`config.mk`:
```
export PLATFORM = sky130hd
export DESIGN_NAME = lives_hud
export DESIGN_NICKNAME = d
export VERILOG_FILES = /design/src/rtl/lives_hud.sv
export SDC_FILE = /design/constraint.sdc
export NUM_CORES = 1
export LEC_CHECK = 0
export CORE_UTILIZATION = 41
export CTS_BUF_LIST = sky130_fd_sc_hd__clkbuf_4
export DETAILED_ROUTE_END_ITERATION = 6
export GPL_ROUTABILITY_DRIVEN = 0
export GPL_TIMING_DRIVEN = 0
export SLEW_MARGIN = 15
export SYNTH_ARGS = -nofsm -noshare
export SYNTH_HDL_FRONTEND = slang
export SYNTH_SLANG_ARGS = --single-unit
```
`constraint.sdc`:
```
create_clock -name clk -period 7.1 [get_ports clk]
set_input_delay 1.42 -clock clk [delete_from_list [all_inputs] [get_ports clk]]
set_output_delay 1.42 -clock clk [all_outputs]
set_load 0.005 [all_outputs]
```
`src/rtl/lives_hud.sv`:
```
// Lives HUD: draws a row of five 16x16 hearts from the tracker's lives count.
// Lost hearts blink for a while, and the whole row flashes after game over.
`timescale 1ns/1ps
module lives_hud #(
    parameter int HUD_X0       = 16,
    parameter int HUD_Y0       = 8,
    parameter int HUD_PITCH    = 20,
    parameter int BLINK_FRAMES = 60,
    parameter int BLINK_HALF   = 8
) (
    input  logic        clk,
    input  logic        reset,
    input  logic [9:0]  x,
    input  logic [9:0]  y,
    input  logic        video_on,
    input  logic        frame_tick,
    input  logic [2:0]  lives,
    input  logic        gameover,
    output logic        hud_on,
    output logic [11:0] hud_rgb
);

    typedef enum logic [1:0] {
        IDLE  = 2'd0,
        BLINK = 2'd1,
        OVER  = 2'd2
    } state_t;

    localparam logic [7:0]  FRAME_LAST = 8'(BLINK_FRAMES - 1);
    localparam logic [7:0]  HALF_LAST  = 8'(BLINK_HALF - 1);
    localparam logic [10:0] Y_TOP      = 11'(HUD_Y0);
    localparam logic [11:0] RGB_FULL   = 12'hF00;
    localparam logic [11:0] RGB_EMPTY  = 12'h444;
    localparam int          NUM_HEARTS = 5;

    state_t      state;
    logic [2:0]  disp_lives;
    logic [2:0]  blink_idx;
    logic [7:0]  frame_cnt;
    logic [7:0]  half_cnt;
    logic        phase;

    logic        decrement;
    logic        over_cond;
    logic        half_wrap;

    assign decrement = lives < disp_lives;
    assign over_cond = (lives == 3'd0) && gameover;
    assign half_wrap = (half_cnt == HALF_LAST);

    function automatic logic [15:0] heart_row(input logic [3:0] row);
        logic [15:0] bits;
        case (row)
            4'd1:    bits = 16'h1C38;
            4'd2:    bits = 16'h3E7C;
            4'd3:    bits = 16'h7FFE;
            4'd4:    bits = 16'h7FFE;
            4'd5:    bits = 16'h7FFE;
            4'd6:    bits = 16'h7FFE;
            4'd7:    bits = 16'h3FFC;
            4'd8:    bits = 16'h1FF8;
            4'd9:    bits = 16'h0FF0;
            4'd10:   bits = 16'h07E0;
            4'd11:   bits = 16'h03C0;
            4'd12:   bits = 16'h0180;
            default: bits = 16'h0000;
        endcase
        return bits;
    endfunction

    // All state moves only on frame_tick, so a frame is always drawn from one snapshot.
    // NOTE: sequential state uses non-blocking assignments so every register samples pre-edge values.
    always_ff @(posedge clk or posedge reset) begin
        if (reset) begin
            state      <= IDLE;
            disp_lives <= 3'd5;
            blink_idx  <= 3'd0;
            frame_cnt  <= 8'd0;
            half_cnt   <= 8'd0;
            phase      <= 1'b0;
        end else if (frame_tick) begin
            disp_lives <= lives;
            case (state)
                IDLE: begin
                    if (decrement) begin
                        state     <= BLINK;
                        blink_idx <= lives;
                        frame_cnt <= 8'd0;
                        half_cnt  <= 8'd0;
                        phase     <= 1'b0;
                    end else if (over_cond) begin
                        state <= OVER;
                    end
                end
                BLINK: begin
                    if (decrement) begin
                        blink_idx <= lives;
                        frame_cnt <= 8'd0;
                        half_cnt  <= 8'd0;
                        phase     <= 1'b0;
                    end else if (frame_cnt == FRAME_LAST) begin
                        state <= over_cond ? OVER : IDLE;
                    end else begin
                        frame_cnt <= frame_cnt + 8'd1;
                        half_cnt  <= half_wrap ? 8'd0 : half_cnt + 8'd1;
                        if (half_wrap) phase <= ~phase;
                    end
                end
                OVER: begin
                    half_cnt <= half_wrap ? 8'd0 : half_cnt + 8'd1;
                    if (half_wrap) phase <= ~phase;
                end
                default: state <= IDLE;
            endcase
        end
    end

    logic [10:0] x_w;
    logic [10:0] y_w;
    logic [10:0] left;
    logic [3:0]  row;
    logic [3:0]  col;
    logic [15:0] row_bits;
    logic        in_rows;
    logic        mask_hit;
    logic        heart_full;
    logic        heart_drawn;

    // Hearts are at least 16 px apart, so at most one heart can claim a pixel.
    // NOTE: every always_comb output gets a default first so no path can infer a latch.
    always_comb begin
        x_w         = {1'b0, x};
        y_w         = {1'b0, y};
        left        = 11'd0;
        col         = 4'd0;
        mask_hit    = 1'b0;
        heart_full  = 1'b0;
        heart_drawn = 1'b0;
        in_rows     = (y_w >= Y_TOP) && (y_w <= Y_TOP + 11'd15);
        row         = 4'(y_w - Y_TOP);
        row_bits    = heart_row(row);
        for (int i = 0; i < NUM_HEARTS; i++) begin
            left = 11'(HUD_X0 + i * HUD_PITCH);
            if (in_rows && (x_w >= left) && (x_w <= left + 11'd15)) begin
                col         = 4'(x_w - left);
                mask_hit    = row_bits[4'd15 - col];
                heart_full  = (3'(i) < disp_lives);
                heart_drawn = 1'b1;
                if (state == BLINK && 3'(i) == blink_idx) heart_full = phase;
                if (state == OVER) begin
                    heart_full  = 1'b0;
                    heart_drawn = phase;
                end
            end
        end
    end

    assign hud_on  = video_on & mask_hit & heart_drawn;
    assign hud_rgb = hud_on ? (heart_full ? RGB_FULL : RGB_EMPTY) : 12'h000;

endmodule

```
==> results of run 1 <==
[sequential cells by signal, summed over array words and instances (netlist names)]
| name | flops |
|---|---|
| blink_idx | 3 |
| disp_lives | 3 |
| frame_cnt | 8 |
| half_cnt | 8 |
| phase | 1 |
| state | 2 |
[layout make-up]
class | count | area share, %
Buffer | 22 | 4.49
Inverter | 19 | 2.64
Clock inverter | 1 | 0.278
Clock buffer | 3 | 0.834
Tap cell | 70 | 3.24
Sequential cell | 25 | 23.3
Multi-Input combinational cell | 220 | 54.1
Timing Repair Buffer | 30 | 11.1
[cells by family (layout without fill, tap and decap cells)]
kind of cell               after synthesis  in the layout  synth area share (%)
xor gates and xnor gates                 8              8                  3.10
AOI/OAI and AO/OA                       86             86                  25.5
and+or+nand+nor                        102            102                  25.4
DFF                                     25             25                  27.8
muxes                                    6              6                  2.93
other                                    1              6                 0.166
buffers and inverters                   41             75                  8.51
adders and majority gates               12             12                  6.63
[cell usage in the layout (no fill, tap or decap), types with 4 or more instances in the layout]
| cell type | count |
|---|---|
| a211oi_1 | 5 |
| conb_1 | 6 |
| nand3_1 | 9 |
| xnor2_1 | 7 |
| o211ai_1 | 5 |
| o21ai_0 | 21 |
| a22o_1 | 6 |
| a21oi_1 | 19 |
| inv_1 | 19 |
| buf_4 | 10 |
| a311oi_1 | 7 |
| nor3_1 | 12 |
| clkbuf_1 | 9 |
| nand2_1 | 15 |
| nand2b_1 | 9 |
| nand4_1 | 4 |
| dfrtp_1 | 23 |
| clkdlybuf4s50_1 | 30 |
| mux2_2 | 5 |
| ha_1 | 12 |
| and3_1 | 6 |
| nor2_1 | 19 |
| nor2b_1 | 7 |
[routing by layer]
metal  global-route usage, %  share of wire, %
met3                    2.51               4.3
met1                    24.8                49
met4                    4.62              0.57
met5                       0                 0
met2                    31.3                46
[power by group]
part	leakage (nW)	switching, mW	internal [mW]	total (mW)
Sequential	0.331	0.0252	0.166	0.191
Clock	0.0139	0.0442	0.0215	0.0657
Combinational	0.763	0.115	0.0855	0.200
[final timing paths]
check / startpoint / end / slack (ps) / cells after the start
max: y[8] / hud_rgb[9] / 790 / 10
min reg2reg: frame_cnt[1]$_DFFE_PP0P_ / frame_cnt[1]$_DFFE_PP0P_ / 540 / 2
max reg2reg: disp_lives[2]$_DFFE_PP1P_ / half_cnt[0]$_DFFE_PP0P_ / 4610 / 8
min in group asynchronous: reset / frame_cnt[2]$_DFFE_PP0P_ / 1590 / 2
min: frame_cnt[1]$_DFFE_PP0P_ / frame_cnt[1]$_DFFE_PP0P_ / 540 / 2
max in group asynchronous: reset / half_cnt[5]$_DFFE_PP0P_ / 4920 / 2
[critical path, stage by stage]
cell and delay, ps:
clkdlybuf4s50_1 400, or4_4 540, or4_4 560, or4_4 580, o31ai_2 260, o22ai_1 120, a22o_1 260, nor2b_1 160
buf_4 140, clkdlybuf4s50_1 430
==> impl_metrics.csv, run 1 <==
group,metric,value,unit
setup_path,startpoint_type,"input port",
grt,antenna_found_initial,0,
yosys,synthArstFlopShare,100,%
setup_path,cp.required,5680,ps
final_layout,design_area,2700,µm²
final_layout,multi_input_area,1460,µm²
route,wire_per_inst,13.0,µm
final_layout,final_cells,390,
outcome,outcome,"finished clean",
final_layout,register_area,628,µm²
yosys,yosysMostFrequentCell,"dfrtp_1",
yosys,netlist_area,2260,µm²
sta,clock_skew,15.6,ps
setup_path,crit_fanout,5,
clocking,cts_buffers,3,
sta,drv_slew,0,
yosys,synth_largest_area_cell,"dfrtp_1",
pwr,p_per_area,169,nW/µm²
route,route.vias.total,2151,
sta,fmax,159,MHz
grt,grt_pass1_vias,2019,
yosys,synth_seq_area_share,27.8,%
sta,rsz0062_at_grt,"no",
clocking,clkTransAtPathRegs,150,ps
final_layout,utilization,51.9,%
clocking,cts_resized,0,
placement,dp_hpwl,3900,µm
pwr,irDropWorstVdd,0.000128,V
yosys,synth_commonest_cells,"dfrtp_1, o21ai_0, a21oi_1, inv_1, nor2_1",
grt,track_usage,18.5,%
floorplanning,die_x,76.3,µm
route,ant_nets,0,
final_layout,fin_nets,361,
clocking,cts_setup_buffers,0,
yosys,yosys_register_bits,25,
clocking,clock_sinks,25,
worst_hold_path,hold_path_class,"reg -> reg",
sta,hold_viol_final,0,
grt,grt_pass1_wl,8960,µm
grt,grt_max_degree,26,
setup_path,cp-end-kind,"primary output",
route,routed_wl,5090,µm
placement,dp.cells,386,
yosys,synth_edf_count,0,
sta,finalSetupViolCount,0,
placement,io_buffers,30,
sta,worst_slack,795,ps
yosys,synth.distinct_cells,57,
final_layout,layout-drive-gt1-share,10.3,%
final_layout,num-fill-cells,516,
floorplanning,ios,41,
final_layout,n_antenna_cell,0,
sta,period_share,88.8,%
floorplanning,fp-row-count,26,
yosys,syn-instance-count,281,
route,drc,0,
grt,overflow,0,
floorplanning,fp.dieH,76.3,µm
pwr,finalPower,0.457,mW
final_layout,areaGrowthSynthToFinish,19.3,%
clocking,htreeDepth,1,
clocking,tritoncts,"built",
sta,slew_headroom,36.2,%
clocking,clk_path_buf_depth,2,
pwr,p_leak,1.11,nW
sta,fin_tns_setup,0,ps
floorplanning,dieArea,5820,µm²
yosys,synthFlopType,"dfrtp_1",
clocking,holdBufCountCts,0,
job,drv_cap,0,
sta,fin_crit,6310,ps
floorplanning,initial_core_util,43.5,%
yosys,syn_avg_cell_area,8.05,µm²
placement,place_ws,804,ps
yosys,ys_warn_count,0,
setup_path,critPathArrivalTime,4890,ps
yosys,synth_top_area_share,25.4,%
route,avgViaCountPerCell,5.52,
placement,place_area,2670,µm²
clocking,cts_root_buffer,"clkbuf_4",
route,drt_iter0_markers,92,
clocking,clk_latency,330,ps
yosys,synth_area_leaders,"dfrtp_1, ha_1, o21ai_0",
sta,timing.hold.ws,539,ps
setup_path,critical_path_class,"in -> out",
sta,worst_slew_pin_slew,956,ps
route,drt_first_pass_iters,5,
floorplanning,core,5200,µm²
Power figures use the tool's default switching activity.
==> inputs of run 2 (changes only) <==
CORE_MARGIN = 4   (was default)
==> impl_metrics.csv, run 2 (synthesis results as in run 1) <==
group,metric,value,unit
sta,finalSetupViolCount,0,
floorplanning,die_x,82.3,µm
placement,io_buffers,30,
setup_path,startpoint_type,"input port",
floorplanning,initial_core_util,43.2,%
setup_path,path_cells,"clkdlybuf4s50_1 -> or4_4 -> or4_4 -> or4_4 -> o31ai_2 -> o22ai_1 -> a22o_1 -> nor2b_1 -> buf_4 -> clkdlybuf4s50_1",
clocking,clock_sinks,25,
final_layout,fin_nets,361,
outcome,outcome,"finished clean",
final_layout,areaGrowthSynthToFinish,19.3,%
final_layout,layout_commonest_cell,"clkdlybuf4s50_1",
grt,track_usage,16.4,%
floorplanning,dieArea,6770,µm²
route,drt_iter0_markers,128,
floorplanning,ios,41,
clocking,clk_path_buf_depth,2,
clocking,htreeDepth,1,
pwr,irDropWorstVdd,0.000113,V
grt,grt_pass1_vias,1883,
setup_path,cp.required,5680,ps
clocking,cts_root_buffer,"clkbuf_4",
sta,clock_skew,4.06,ps
clocking,cts_resized,0,
pwr,p_leak,1.11,nW
sta,worst_slew_pin_slew,939,ps
final_layout,top_regs,"frame_cnt: 8 flops, half_cnt: 8 flops",
setup_path,cp_slowest_stage_delay,580,ps
job,drv_cap,0,
route,routed_wl,5230,µm
placement,dp_hpwl,4050,µm
grt,antenna_found_initial,0,
sta,timing.hold.ws,543,ps
final_layout,final_cell_mix,"clkdlybuf4s50_1, dfrtp_1, o21ai_0",
setup_path,cpMostUsedCell,"or4_4",
sta,fin_crit,6280,ps
final_layout,layout-drive-gt1-share,10.3,%
pwr,finalPower,0.457,mW
clocking,clk_latency,320,ps
setup_path,critPathArrivalTime,4860,ps
clocking,tritoncts,"built",
floorplanning,fp.dieH,82.3,µm
route,route.vias.total,2109,
clocking,cts_buffers,3,
worst_hold_path,hold_path_class,"reg -> reg",
sta,fin_tns_setup,0,ps
setup_path,cpMaxStageDelayCell,"or4_4",
route,ant_nets,0,
floorplanning,fp-row-count,26,
setup_path,cp-end-kind,"primary output",
sta,rsz0062_at_grt,"no",
route,drt_first_pass_iters,4,
setup_path,path_buf_inv,3,
final_layout,n_antenna_cell,0,
route,drc,0,
pwr,p_per_area,169,nW/µm²
sta,slew_headroom,37.3,%
clocking,holdBufCountCts,0,
sta,drv_slew,0,
clocking,cts_setup_buffers,0,
sta,fmax,159,MHz
setup_path,cp_top_family,"simple AND/OR/NAND/NOR gates",
route,wire_per_inst,13.4,µm
sta,period_share,88.4,%
setup_path,crit_fanout,5,
sta,hold_viol_final,0,
setup_path,critical_path_class,"in -> out",
final_layout,num-fill-cells,510,
grt,grt_max_degree,26,
grt,overflow,0,
grt,grt_pass1_wl,8900,µm
floorplanning,core,5240,µm²
route,avgViaCountPerCell,5.41,
clocking,clkTransAtPathRegs,130,ps
## run 2: cell count changes in the layout (fill, tap and decap cells not counted)
cell and delta:
clkbuf_4 +1, clkinvlp_4 -1
## run 2: metal layers
| metal | GRT usage (%) | wire (µm) | up-vias |
|---|---|---|---|
| met3 | 1.95 | 208 | 4 |
| met4 | 2.99 | 34 | 0 |
| met1 | 23.0 | 2620 | 962 |
| met2 | 27.2 | 2370 | 37 |
| met5 | 0 | 0 | - |
| li1 | - | - | 1106 |
## run 2: cell type report
cell class | instances | area [µm²] | share of cell area [%]
Inverter | 19 | 71.3 | 2.64
Clock buffer | 4 | 30.0 | 1.11
Sequential cell | 25 | 628 | 23.3
Buffer | 22 | 121 | 4.49
Tap cell | 70 | 87.6 | 3.24
Multi-Input combinational cell | 220 | 1460 | 54.1
Timing Repair Buffer | 30 | 300 | 11.1
## run 2: where the power goes
group | total (mW) | internal (mW) | switching (mW)
registers | 0.189 | 0.166 | 0.0233
clock network | 0.0676 | 0.0258 | 0.0418
logic | 0.200 | 0.0855 | 0.115
## run 2: stage by stage
| stage | cell area, µm² | worst slack, ps | instances | util (%) |
|---|---|---|---|---|
| after floorplan | 2280 | 1750 | 286 | - |
| after global placement | 2670 | 809 | 386 | 51.0 |
| after detailed placement | 2670 | 800 | 386 | 51.0 |
| after CTS | 2700 | 789 | 390 | 51.6 |
| after global routing | 2700 | 563 | 390 | 51.6 |
| final | 2700 | 823 | 390 | 51.6 |
## run 2: final timing paths
kind | start | endpoint | slack [ps] | cells after the start
max in group asynchronous | reset | blink_idx[1]$_DFFE_PP0P_ | 4940 | 2
min in group asynchronous | reset | half_cnt[2]$_DFFE_PP0P_ | 1590 | 2
worst max register to register | disp_lives[2]$_DFFE_PP1P_ | half_cnt[0]$_DFFE_PP0P_ | 4620 | 8
worst min-delay path | frame_cnt[1]$_DFFE_PP0P_ | frame_cnt[1]$_DFFE_PP0P_ | 540 | 2
worst min register to register | frame_cnt[1]$_DFFE_PP0P_ | frame_cnt[1]$_DFFE_PP0P_ | 540 | 2
worst max-delay path | y[8] | hud_rgb[9] | 820 | 10
## run 2: worst min-delay path: stages, from the launching register on
cell and delay, ps:
dfrtp_1 400, nand2_1 60, o21ai_0 60
